<file path="config.mk">
export PLATFORM = sky130hd
export DESIGN_NAME = i_mem_loader_flat
export DESIGN_NICKNAME = d
export VERILOG_FILES = /design/src/rtl/i_mem_loader_if.sv /design/src/rtl/i_mem_loader.sv /design/src/flat_wrapper.sv
export SDC_FILE = /design/constraint.sdc
export NUM_CORES = 1
export LEC_CHECK = 0
export BUFFER_PORTS_ARGS = -buffer_cell sky130_fd_sc_hd__clkbuf_2
export CAP_MARGIN = 5
export CORE_MARGIN = 2
export CORE_UTILIZATION = 45
export CTS_CLUSTER_DIAMETER = 60
export CTS_CLUSTER_SIZE = 20
export DETAILED_ROUTE_END_ITERATION = 12
export GPL_ROUTABILITY_DRIVEN = 0
export PLACE_DENSITY = 0.79
export SYNTH_ARGS = -nofsm -noshare
export SYNTH_HDL_FRONTEND = slang
export SYNTH_SLANG_ARGS = --single-unit
</file>
<file path="constraint.sdc">
create_clock -name clock -period 1.9 [get_ports clock]
set_input_delay 0.285 -clock clock [delete_from_list [all_inputs] [get_ports clock]]
set_output_delay 0.285 -clock clock [all_outputs]
set_load 0.03 [all_outputs]
</file>
<file path="src/rtl/i_mem_loader_if.sv">
// Loader bus: byte-stream input, instruction-memory write port and load status.
//   master : stream source / system side (drives start, rx_data, rx_valid)
//   slave  : i_mem_loader (drives rx_ready, write port and status)
interface i_mem_loader_if;
  logic        start;
  logic [7:0]  rx_data;
  logic        rx_valid;
  logic        rx_ready;
  logic        wr_en;
  logic [31:0] wr_addr;
  logic [31:0] wr_data;
  logic        busy;
  logic        cpu_hold;
  logic        done;
  logic        error;
  logic [8:0]  words_loaded;

  modport master (
    output start, rx_data, rx_valid,
    input  rx_ready, wr_en, wr_addr, wr_data, busy, cpu_hold, done, error, words_loaded
  );

  modport slave (
    input  start, rx_data, rx_valid,
    output rx_ready, wr_en, wr_addr, wr_data, busy, cpu_hold, done, error, words_loaded
  );
endinterface

</file>
<file path="src/rtl/i_mem_loader.sv">
// Instruction-memory program loader. Accepts a framed byte stream
// (LEN_HI, LEN_LO, 4*N data bytes, XOR checksum), assembles big-endian words and
// writes them to consecutive word-aligned byte addresses while holding the core in reset.
// Ports:
//   clock   : rising-edge clock
//   reset_n : asynchronous active-low reset
//   bus     : loader interface (slave side) - stream handshake, write port, status
module i_mem_loader #(
  parameter int unsigned DEPTH = 256
) (
  input logic           clock,
  input logic           reset_n,
  i_mem_loader_if.slave bus
);

  typedef enum logic [2:0] {
    StIdle, StLenHi, StLenLo, StData, StCheck, StDone, StError
  } state_e;

  state_e      state_q, state_d;
  logic [15:0] len_q, len_d;
  logic [1:0]  byte_cnt_q, byte_cnt_d;
  logic [23:0] word_q, word_d;          // first three bytes of the word in flight
  logic [7:0]  csum_q, csum_d;
  logic [8:0]  words_loaded_q, words_loaded_d;
  logic        wr_en_q, wr_en_d;
  logic [31:0] wr_addr_q, wr_addr_d;
  logic [31:0] wr_data_q, wr_data_d;

  logic        rx_ready, busy, done, error, start_ok;
  logic        accept, len_bad, last_word;
  logic [15:0] len_new;
  logic [8:0]  wl_inc;

  assign accept    = bus.rx_valid && rx_ready;
  assign len_new   = {len_q[15:8], bus.rx_data};
  assign len_bad   = (len_new == 16'd0) || (len_new > 16'(DEPTH));
  assign wl_inc    = words_loaded_q + 9'd1;
  assign last_word = ({7'd0, wl_inc} == len_q);

  // State register
  always_ff @(posedge clock or negedge reset_n) begin
    if (!reset_n) begin
      state_q <= StIdle;
    end else begin
      state_q <= state_d;
    end
  end

  // Next-state logic
  always_comb begin
    state_d = state_q;
    unique case (state_q)
      StIdle, StDone, StError: if (start_ok) state_d = StLenHi;
      StLenHi: if (accept) state_d = StLenLo;
      StLenLo: if (accept) state_d = len_bad ? StError : StData;
      StData:  if (accept && (byte_cnt_q == 2'd3) && last_word) state_d = StCheck;
      StCheck: if (accept) state_d = (bus.rx_data == csum_q) ? StDone : StError;
      default: state_d = StIdle;
    endcase
  end

  // State-decoded outputs
  always_comb begin
    rx_ready = 1'b0;
    busy     = 1'b0;
    done     = 1'b0;
    error    = 1'b0;
    start_ok = 1'b0;
    unique case (state_q)
      StIdle: start_ok = bus.start;
      StLenHi, StLenLo, StData, StCheck: begin
        rx_ready = 1'b1;
        busy     = 1'b1;
      end
      StDone: begin
        done     = 1'b1;
        start_ok = bus.start;
      end
      StError: begin
        error    = 1'b1;
        start_ok = bus.start;
      end
      default: ;
    endcase
  end

  // Datapath next-state
  always_comb begin
    len_d          = len_q;
    byte_cnt_d     = byte_cnt_q;
    word_d         = word_q;
    csum_d         = csum_q;
    words_loaded_d = words_loaded_q;
    wr_en_d        = 1'b0;
    wr_addr_d      = wr_addr_q;
    wr_data_d      = wr_data_q;

    if (start_ok) begin
      words_loaded_d = 9'd0;
      csum_d         = 8'd0;
      byte_cnt_d     = 2'd0;
    end

    if (accept) begin
      unique case (state_q)
        StLenHi: len_d[15:8] = bus.rx_data;
        StLenLo: len_d[7:0]  = bus.rx_data;
        StData: begin
          csum_d     = csum_q ^ bus.rx_data;
          byte_cnt_d = byte_cnt_q + 2'd1;
          if (byte_cnt_q == 2'd3) begin
            // Address uses the pre-increment count so indices run 0..DEPTH-1
            wr_data_d      = {word_q, bus.rx_data};
            wr_addr_d      = {22'd0, words_loaded_q[7:0], 2'b00};
            wr_en_d        = 1'b1;
            words_loaded_d = wl_inc;
          end else begin
            word_d = {word_q[15:0], bus.rx_data};
          end
        end
        default: ;
      endcase
    end
  end

  always_ff @(posedge clock or negedge reset_n) begin
    if (!reset_n) begin
      len_q          <= 16'd0;
      byte_cnt_q     <= 2'd0;
      word_q         <= 24'd0;
      csum_q         <= 8'd0;
      words_loaded_q <= 9'd0;
      wr_en_q        <= 1'b0;
      wr_addr_q      <= 32'd0;
      wr_data_q      <= 32'd0;
    end else begin
      len_q          <= len_d;
      byte_cnt_q     <= byte_cnt_d;
      word_q         <= word_d;
      csum_q         <= csum_d;
      words_loaded_q <= words_loaded_d;
      wr_en_q        <= wr_en_d;
      wr_addr_q      <= wr_addr_d;
      wr_data_q      <= wr_data_d;
    end
  end

  assign bus.rx_ready     = rx_ready;
  assign bus.busy         = busy;
  assign bus.cpu_hold     = busy;
  assign bus.done         = done;
  assign bus.error        = error;
  assign bus.wr_en        = wr_en_q;
  assign bus.wr_addr      = wr_addr_q;
  assign bus.wr_data      = wr_data_q;
  assign bus.words_loaded = words_loaded_q;

endmodule

</file>
<file path="src/flat_wrapper.sv">
// flat-port wrapper written by rule: the top's interface ports become plain ports
module i_mem_loader_flat 
#(
  parameter int unsigned DEPTH = 256
)
  (clock, reset_n, bus_start, bus_rx_data, bus_rx_valid, bus_rx_ready, bus_wr_en, bus_wr_addr, bus_wr_data, bus_busy, bus_cpu_hold, bus_done, bus_error, bus_words_loaded);
  i_mem_loader_if bus_i ();
  input logic clock;
  input logic reset_n;
  input wire logic [$bits(bus_i.start)-1:0] bus_start;
  input wire logic [$bits(bus_i.rx_data)-1:0] bus_rx_data;
  input wire logic [$bits(bus_i.rx_valid)-1:0] bus_rx_valid;
  output wire logic [$bits(bus_i.rx_ready)-1:0] bus_rx_ready;
  output wire logic [$bits(bus_i.wr_en)-1:0] bus_wr_en;
  output wire logic [$bits(bus_i.wr_addr)-1:0] bus_wr_addr;
  output wire logic [$bits(bus_i.wr_data)-1:0] bus_wr_data;
  output wire logic [$bits(bus_i.busy)-1:0] bus_busy;
  output wire logic [$bits(bus_i.cpu_hold)-1:0] bus_cpu_hold;
  output wire logic [$bits(bus_i.done)-1:0] bus_done;
  output wire logic [$bits(bus_i.error)-1:0] bus_error;
  output wire logic [$bits(bus_i.words_loaded)-1:0] bus_words_loaded;
  assign bus_i.start = bus_start;
  assign bus_i.rx_data = bus_rx_data;
  assign bus_i.rx_valid = bus_rx_valid;
  assign bus_rx_ready = bus_i.rx_ready;
  assign bus_wr_en = bus_i.wr_en;
  assign bus_wr_addr = bus_i.wr_addr;
  assign bus_wr_data = bus_i.wr_data;
  assign bus_busy = bus_i.busy;
  assign bus_cpu_hold = bus_i.cpu_hold;
  assign bus_done = bus_i.done;
  assign bus_error = bus_i.error;
  assign bus_words_loaded = bus_i.words_loaded;
  i_mem_loader #(.DEPTH(DEPTH)) u_core (.clock(clock), .reset_n(reset_n), .bus(bus_i));
endmodule
</file>
# Word level (Yosys, flattened, before mapping)
# Cells that the tools add are included.
[op_classes] n_addsub=2 n_mul=0 div_mod_pow=0 n_lt_le_gt_ge=1 eq_ne=14 shifts=0 muxes=25 bitwise=2 n_reduce_logical=13
[ops] cell="2-to-1 mux 9 bit" n=4
[ops] cell="2-to-1 mux 8 bit" n=3
[ops] cell="2-to-1 mux 3 bit" n=6
[ops] cell="equality test 9 x 16 -> 1 bit" n=1
[ops] cell="> comparator 16 x 9 -> 1 bit (second input constant)" n=1
[ops] cell="zero test 16 bit" n=1
[ops] cell="case mux 3 bit (5 select lines)" n=1
[ops] cell="!= test 2 x 1 -> 1 bit (second input constant)" n=5
[ops] cell="adder 9 x 1 -> 9 bit (second input constant)" n=1
[ops] cell="equality test 3 bit (second input constant)" n=3
[ops] cell="equality test 8 bit" n=1
[ops] cell="2-to-1 mux 2 bit" n=4
[ops] cell="bitwise XOR 8 bit" n=1
[ops] cell="2-to-1 mux 1 bit" n=7
[ops] cell="equality test 3 x 2 -> 1 bit (second input constant)" n=2
[ops] cell="AND reduction 3 bit" n=2
[ops] cell="AND reduction 5 bit" n=1
[ops] cell="AND reduction 2 bit" n=2
[ops] cell="OR reduction 4 bit" n=1
[ops] cell="equality test 3 x 1 -> 1 bit (second input constant)" n=1
[ops] cell="logical AND 1 bit" n=3
[ops] cell="zero test 3 bit" n=1
[ops] cell="OR reduction 3 bit" n=1
[ops] cell="adder 2 x 1 -> 2 bit (second input constant)" n=1
[ops] cell="other kinds (3)" n=3
[word_totals] regBits=103 latchBits=0 ram_bits=0 romBits=0 in_bits=12 out_inout_bits=79 elab_cells=67 n_memories=0

# Longest topological paths before layout
# Gate-level depths: netlist of run 1.
[logic_depth] ltp_word=8 depth_mapped=10 ltp_nobuf=7

# Least setup slack after synthesis of run 1
# No wires, ideal clock.
[synth_timing] path_type="register -> register" startpoint="register u_core.words_loaded_q[0] (netlist: u_core.bus.words_loaded[0])" endpoint="register u_core.state_q[1]" setup_time_ps=120 arrival_ps=2171 t_required_ps=1780 path_slack_ps=-390 path_stages_with_launch=8 n_path_buf=0 synth_period_minus_slack_ps=2290 path_cell_list="dfrtp_1 > ha_1 > nand2b_1 > o211ai_1 > or3b_2 > a221oi_2 > nand4_1 > and3b_1"
[synth_between] elab_chain_len=5
[synth_rtl] element="start, declared" line_no="i_mem_loader.sv:25" rtl="logic [8:0] words_loaded_q, words_loaded_d;"
[synth_rtl] element="start signal, assigned" line_no="i_mem_loader.sv:142" rtl="words_loaded_q <= words_loaded_d;"
[synth_rtl] element="adder 9 x 1 -> 9 bit" line_no="i_mem_loader.sv:38" rtl="assign wl_inc = words_loaded_q + 9'd1;"
[synth_rtl] element="equality test 9 x 16 -> 1 bit" line_no="i_mem_loader.sv:39" rtl="assign last_word = ({7'd0, wl_inc} == len_q);"
[synth_rtl] element="logical AND 1 bit" line_no="i_mem_loader.sv:57" rtl="StData: if (accept && (byte_cnt_q == 2'd3) && last_word) state_d = StCheck;"
[synth_rtl] element="!= test 2 x 1 -> 1 bit (no source line)"
[synth_rtl] element="AND reduction 5 bit (no source line)"
[synth_rtl] element="end signal, assigned" line_no="i_mem_loader.sv:44" rtl="state_q <= StIdle;"
[synth_rtl] element="end signal, assigned" line_no="i_mem_loader.sv:46" rtl="state_q <= state_d;"
[synth_rtl] element="end, declared" line_no="i_mem_loader.sv:20" rtl="state_e state_q, state_d;"
# No other way between the ends.
# A chain may end at the register's enable or synchronous reset.

# Worst setup path after layout of run 1
# Same ends and word-level chain as after synthesis.

==> impl_metrics.csv, run 1 <==
group,metric,value,unit
outcome,status,"finished with violations",
outcome,violations,"negative setup slack",
timing,setup_viol,1,
global_route,antenna_found_initial,0,
critical_path,crit_start,"u_core.bus.words_loaded[0]$_DFF_PN0_",
logic_synthesis,ys_top_cells_by_count,"103 x dfrtp_1, 101 x nand2_1, 52 x mux2_2",
logic_synthesis,synth_cell_type_count,52,
pwr,p_sw,2.90,mW
pwr,p_int,4.86,mW
pwr,power_density,1380,nW/µm²
logic_synthesis,ys_async_sr_fraction,100,%
critical_path,startpoint_type,"flop",
timing,setup_slack,-0.0440,ns
placement,port_buffers,66,
pwr,vdd_drop_max,709,µV
cells_and_area,fin_cells,664,
logic_synthesis,yosys_register_bits,103,
timing,finalHoldViolations,0,
logic_synthesis,synth_edf_count,0,
critical_path,crit_family,"simple AND/OR/NAND/NOR gates",
run,cap_viol_max_count,0,
clock_tree,cts_htree_levels,3,
global_route,grt.total_usage,18.2,%
critical_path,setup.worst_path.class,"reg -> reg",
clock_tree,cts_buffers,9,
logic_synthesis,synthTopCellsByArea,"dfrtp_1 54%, mux2_2 12%, nand2_1 7.9%",
timing,tightest_slew,0.565,ns
cells_and_area,drive_gt1_share,35.0,%
drt,drt-total-wl,10300,µm
cells_and_area,n_antenna_cell,0,
logic_synthesis,synth_top_flop_cell,"dfrtp_1",
cells_and_area,fin_nets,538,
critical_path,cp_slowest_cell,"or4b_4",
pwr,pwr-share-comb,38.2,%
drt,viasPerCell,5.20,
pwr,leakage,2.82,nW
die,die_h,107,µm
logic_synthesis,synthesis.area,4790,µm²
die,core,10300,µm²
timing,fin_crit,1.94,ns
logic_synthesis,synth_top_cell_by_area,"dfrtp_1",
die,start_util,46.4,%
logic_synthesis,syn_area_per_cell,11.0,µm²
clock_tree,clkLatencyLatePin,0.36,ns
pwr,power_frac_clock,16.8,%
clock_tree,cts_tree,"built",
critical_path,max_stage_delay,0.48,ns
min_path,min-delay-start,"bus_rx_data[5]",
global_route,grt_overflow,0,
logic_synthesis,synthCells,435,
clock_tree,cts_root_buffer,"clkbuf_8",
critical_path,crit_fanout,4,
cells_and_area,area_growth,17.4,%
critical_path,worst_ep_arrival_time,2.20,ns
drt,vias,3453,
logic_synthesis,synth_top_area_share,53.8,%
drt,dr.pass1.iters,4,
global_route,grt_max_degree,104,
clock_tree,clkTransAtPathRegs,0.09,ns
die,io_pins,91,
drt,drc_errors,0,
timing,fin_hold_ws,0.256,ns
critical_path,crit_chain,"nand3_4, o21a_1, or4b_4, a221oi_2, nand4_1, and3b_1",
cells_and_area,final_core_util,54.5,%
logic_synthesis,yosysMostFrequentCell,"dfrtp_1",
placement,dp_hpwl,7270,µm
die,die_w,107,µm
drt,drt_iter0_markers,222,
timing,fin_crit_sh,102,%
timing,rsz0062_at_grt,"yes",
min_path,hp-class,"in -> reg",
global_route,grt_first_pass_wirelength,16500,µm
timing,max_freq,0.514,GHz
timing,max_slew_margin,62.3,%
die,die_area,11500,µm²
die,fp-row-count,37,
pwr,p_seq_share,45.0,%
critical_path,worstPathRequired,2.15,ns
clock_tree,cts_buffer_depth,2,
pwr,sw_frac_of_total,37.4,%
critical_path,path_buf_inv,0,
drt,final_antenna_net_count,0,
logic_synthesis,ys_seq_area_share,53.8,%
drt,wire_per_inst,15.5,µm
timing,skew,0.00621,ns
clock_tree,cts.sinks,103,
global_route,grt_pass1_vias,3367,
critical_path,reg2reg_from,"u_core.bus.words_loaded[0]$_DFF_PN0_",
critical_path,end_kind,"flop",
logic_synthesis,synth_warnings,0,
timing,slew_violations,0,
placement,dp.cells,646,
## path summary, 6_finish.rpt
| kind | to | depth (start not counted) | slack [ns] |
|---|---|---|---|
| setup / recovery | u_core.state_q[1]$_DFFE_PN0P_ | 6 | -0.04 |
| setup reg to reg | u_core.state_q[1]$_DFFE_PN0P_ | 6 | -0.04 |
| hold / removal | u_core.word_q[5]$_DFFE_PN0P_ | 2 | 0.26 |
| max in group asynchronous | u_core.bus.words_loaded[1]$_DFF_PN0_ | 3 | 0.93 |
| min in group asynchronous | u_core.byte_cnt_q[1]$_DFF_PN0_ | 3 | 0.47 |
| hold reg to reg | u_core.bus.wr_data[28]$_DFFE_PN0P_ | 2 | 0.47 |
## metrics by stage
stage	total power [mW]	cell area (µm²)	setup TNS (ns)	setup WS, ns
3_3_place_gp	6.23	5390	-0.101	-0.0806
6_report	7.77	5630	-0.0440	-0.0440
2_1_floorplan	5.58	4930	-0.597	-0.133
4_1_cts	7.73	5590	-0.0503	-0.0503
5_1_grt	8.21	5630	-0.320	-0.174
3_5_place_dp	6.40	5390	-0.174	-0.101
## metal layers
layer | GRT usage (%) | vias up | wire [µm]
li1 | - | 1589 | -
met4 | 5.57 | 0 | 112
met5 | 0 | - | 0
met3 | 3.16 | 12 | 573
met2 | 30.5 | 118 | 5140
met1 | 24.2 | 1734 | 4460
## cell type report
class                   instances  area (µm²)
fillers                       901        4700
flip-flops and latches        103        2580
multi-input cells             307        2050
repair buffers                100         632
well taps                     136         170
clock buffers                  11         131
clock inverters                 4        47.5
inverters                       3        11.3
## timing repair
action                                 CTS  global route
endpoints found under the hold margin    7             0
hold buffers                             1             0
setup buffers                            0             2
pin swaps                                1             3
gates resized for setup                  3             8
setup endpoints to repair                4            32
## power groups by stage
stage                     clock (mW)  sequential [mW]  combinational (mW)
after detailed placement           0             3.50                2.90
after CTS                       1.33             3.46                2.94
after floorplan                    0             3.67                1.91
after global routing            1.41             3.59                3.21
after global placement             0             3.44                2.79
final                           1.30             3.50                2.97
## cells in the final DEF (no fill, tap or decap), types with 2 or more instances in the layout
| cell | count |
|---|---|
| o31ai_1 | 2 |
| nand2b_1 | 2 |
| mux2_2 | 52 |
| nand2_1 | 100 |
| a32o_1 | 2 |
| o21a_1 | 2 |
| buf_12 | 3 |
| nand3_1 | 6 |
| and3_1 | 3 |
| mux2i_1 | 2 |
| nor3_1 | 3 |
| clkbuf_8 | 9 |
| conb_1 | 24 |
| xnor2_1 | 8 |
| clkbuf_1 | 2 |
| clkbuf_2 | 64 |
| mux2_1 | 4 |
| nand4_1 | 4 |
| nor2_1 | 19 |
| buf_4 | 30 |
| a21oi_1 | 2 |
| clkinv_2 | 2 |
| o21ai_0 | 13 |
| xor2_1 | 21 |
| dfrtp_1 | 97 |
| dfrtp_2 | 6 |
| o211ai_1 | 2 |
| inv_1 | 2 |
| nor4_1 | 4 |
## registers in the layout (all words and copies together) (netlist names)
register and flops:
u_core.bus.wr_en 1, u_core.bus.words_loaded 9, u_core.state_q 3, u_core.byte_cnt_q 2
u_core.len_q 16, u_core.csum_q 8, u_core.word_q 24, u_core.bus.wr_addr 8
u_core.bus.wr_data 32
## cells by family (layout without fill, tap and decap cells)
logic type	Yosys count	after routing	share of synthesized area [%]
AOI/OAI and AO/OA	34	34	4.91
buffers and inverters	48	118	6.61
and+or+nand+nor	159	159	15.0
adders and majority gates	2	2	0.522
muxes	58	58	13.6
xor gates and xnor gates	30	30	5.48
DFF	103	103	53.8
other	1	24	0.0783
(Power assumes the default switching activity.)
==> run 2: changes to the inputs <==
- BUFFER_PORTS_ARGS: -buffer_cell sky130_fd_sc_hd__clkbuf_2 -> -buffer_cell sky130_fd_sc_hd__buf_2
==> run 2 against run 1 <==
Net effect:
- the flow still finishes with violations (negative setup slack)
- power up 3.3%
- register-to-register slack worse by 0.05 ns
- sequential power about the same
- critical path type unchanged
==> impl_metrics.csv, run 2 (same netlist as run 1, synthesis figures left out) <==
group,metric,value,unit
outcome,status,"finished with violations",
outcome,violations,"negative setup slack",
global_route,grt_max_degree,44,
clock_tree,cts.sinks,103,
cells_and_area,final_core_util,55.1,%
pwr,p_int,5.13,mW
timing,max_freq,0.502,GHz
die,die_h,107,µm
drt,vias,3427,
cells_and_area,fin_nets,539,
critical_path,crit_start,"u_core.bus.words_loaded[1]$_DFF_PN0_",
run,cap_viol_max_count,0,
timing,setup_slack,-0.0937,ns
pwr,sw_frac_of_total,36.1,%
pwr,pwr-share-comb,36.7,%
drt,drt-total-wl,10100,µm
clock_tree,cts_buffers,9,
clock_tree,cts_root_buffer,"clkbuf_8",
timing,finalHoldViolations,0,
timing,fin_crit_sh,105,%
die,core,10300,µm²
drt,wire_per_inst,15.2,µm
critical_path,worst_ep_arrival_time,2.25,ns
die,io_pins,91,
drt,final_antenna_net_count,0,
die,die_area,11500,µm²
clock_tree,cts_htree_levels,3,
cells_and_area,fin_cells,666,
clock_tree,clkLatencyLatePin,0.36,ns
critical_path,crit_fanout,4,
pwr,p_sw,2.89,mW
min_path,hp-class,"in -> reg",
placement,dp_hpwl,7220,µm
critical_path,cp-endpoint,"u_core.state_q[1]$_DFFE_PN0P_",
global_route,grt.total_usage,18.6,%
clock_tree,cts_tree,"built",
placement,dp.cells,647,
pwr,vdd_drop_max,677,µV
critical_path,end_kind,"flop",
critical_path,worstPathRequired,2.16,ns
timing,slew_violations,0,
timing,rsz0062_at_grt,"yes",
critical_path,r2r_end,"u_core.state_q[1]$_DFFE_PN0P_",
pwr,power_frac_clock,20.1,%
clock_tree,clkTransAtPathRegs,0.10,ns
cells_and_area,mostFrequentLayoutCell,"nand2_1",
drt,viasPerCell,5.15,
global_route,grt_first_pass_wirelength,16900,µm
die,fp-row-count,37,
timing,fin_hold_ws,0.262,ns
cells_and_area,largest_register_ffs,32,
cells_and_area,drive_gt1_share,35.1,%
global_route,grt_overflow,0,
critical_path,rrSetupSlack,-0.09,ns
timing,finalSetupTns,-0.130,ns
timing,skew,0.00805,ns
critical_path,reg2reg_from,"u_core.bus.words_loaded[1]$_DFF_PN0_",
placement,port_buffers,66,
pwr,p_seq_share,43.2,%
cells_and_area,area_growth,18.8,%
drt,drt_iter0_markers,207,
cells_and_area,n_antenna_cell,0,
drt,drc_errors,0,
global_route,antenna_found_initial,0,
drt,dr.pass1.iters,4,
die,start_util,46.4,%
die,die_w,107,µm
pwr,power_density,1410,nW/µm²
timing,fin_crit,1.99,ns
cells_and_area,final_cell_mix,"100 x nand2_1, 98 x dfrtp_1, 65 x buf_2",
timing,setup_viol,2,
pwr,leakage,2.90,nW
critical_path,ff2ff_path_depth,7,
clock_tree,cts_buffer_depth,2,
critical_path,setup.worst_path.class,"reg -> reg",
global_route,grt_pass1_vias,3488,
critical_path,startpoint_type,"flop",
-- run 2: power groups by stage --
stage               clock (mW)  combinational (mW)  sequential, mW
finish                    1.61                2.94            3.47
global route              1.75                3.19            3.56
CTS                       1.66                2.95            3.45
detailed placement           0                2.89            3.48
global placement             0                2.80            3.43
floorplan                    0                1.91            3.67
-- run 2: worst min-delay path by stage --
stage | from | to | slack (ns) | depth (start not counted)
after floorplan | reset_n | u_core.bus.words_loaded[0]$_DFF_PN0_ | -0.01 | 0
after global placement | reset_n | u_core.csum_q[3]$_DFF_PN0_ | 0.26 | 1
after detailed placement | reset_n | u_core.byte_cnt_q[0]$_DFF_PN0_ | 0.27 | 1
after CTS | bus_rx_data[5] | u_core.word_q[5]$_DFFE_PN0P_ | 0.24 | 2
after global routing | bus_rx_data[5] | u_core.word_q[5]$_DFFE_PN0P_ | 0.24 | 2
final | bus_rx_data[5] | u_core.word_q[5]$_DFFE_PN0P_ | 0.26 | 2
-- run 2: through the flow --
step                power [mW]  setup slack, ns  instance area (µm²)
global route              8.50           -0.155                 5690
finish                    8.02          -0.0937                 5690
global placement          6.23          -0.0808                 5390
CTS                       8.06          -0.0771                 5690
floorplan                 5.58           -0.133                 4930
detailed placement        6.37           -0.145                 5390
-- run 2: final cells by class --
type | instances | area (µm²)
Sequential cell | 103 | 2580
Fill cell | 898 | 4630
Multi-Input combinational cell | 307 | 2040
Clock inverter | 7 | 120
Tap cell | 136 | 170
Timing Repair Buffer | 101 | 639
Clock buffer | 9 | 124
Inverter | 3 | 11.3
-- run 2: critical path, stage by stage (launching register included) --
cell and delay, ns:
dfrtp_2 0.46, ha_4 0.18, nand2b_4 0.14, o211ai_1 0.10, or3b_4 0.41, a221oi_4 0.27, nand4_1 0.14, and3b_1 0.19
-- run 2: what timing repair did --
| action | 4_1_cts | 5_1_grt |
|---|---|---|
| gates cloned | 0 | 0 |
| buffers inserted | 2 | 0 |
| setup endpoints to repair | 2 | 25 |
| gates resized for setup | 3 | 2 |
| hold buffers | 1 | 0 |
| endpoints found under the hold margin | 31 | 0 |
| pin swaps | 5 | 3 |
-- run 2: routing by layer --
layer	global-route usage, %	share of wire (%)
met1	23.4	44
met2	32.7	51
met3	4.13	4.8
met4	4.36	0.90
met5	0	0
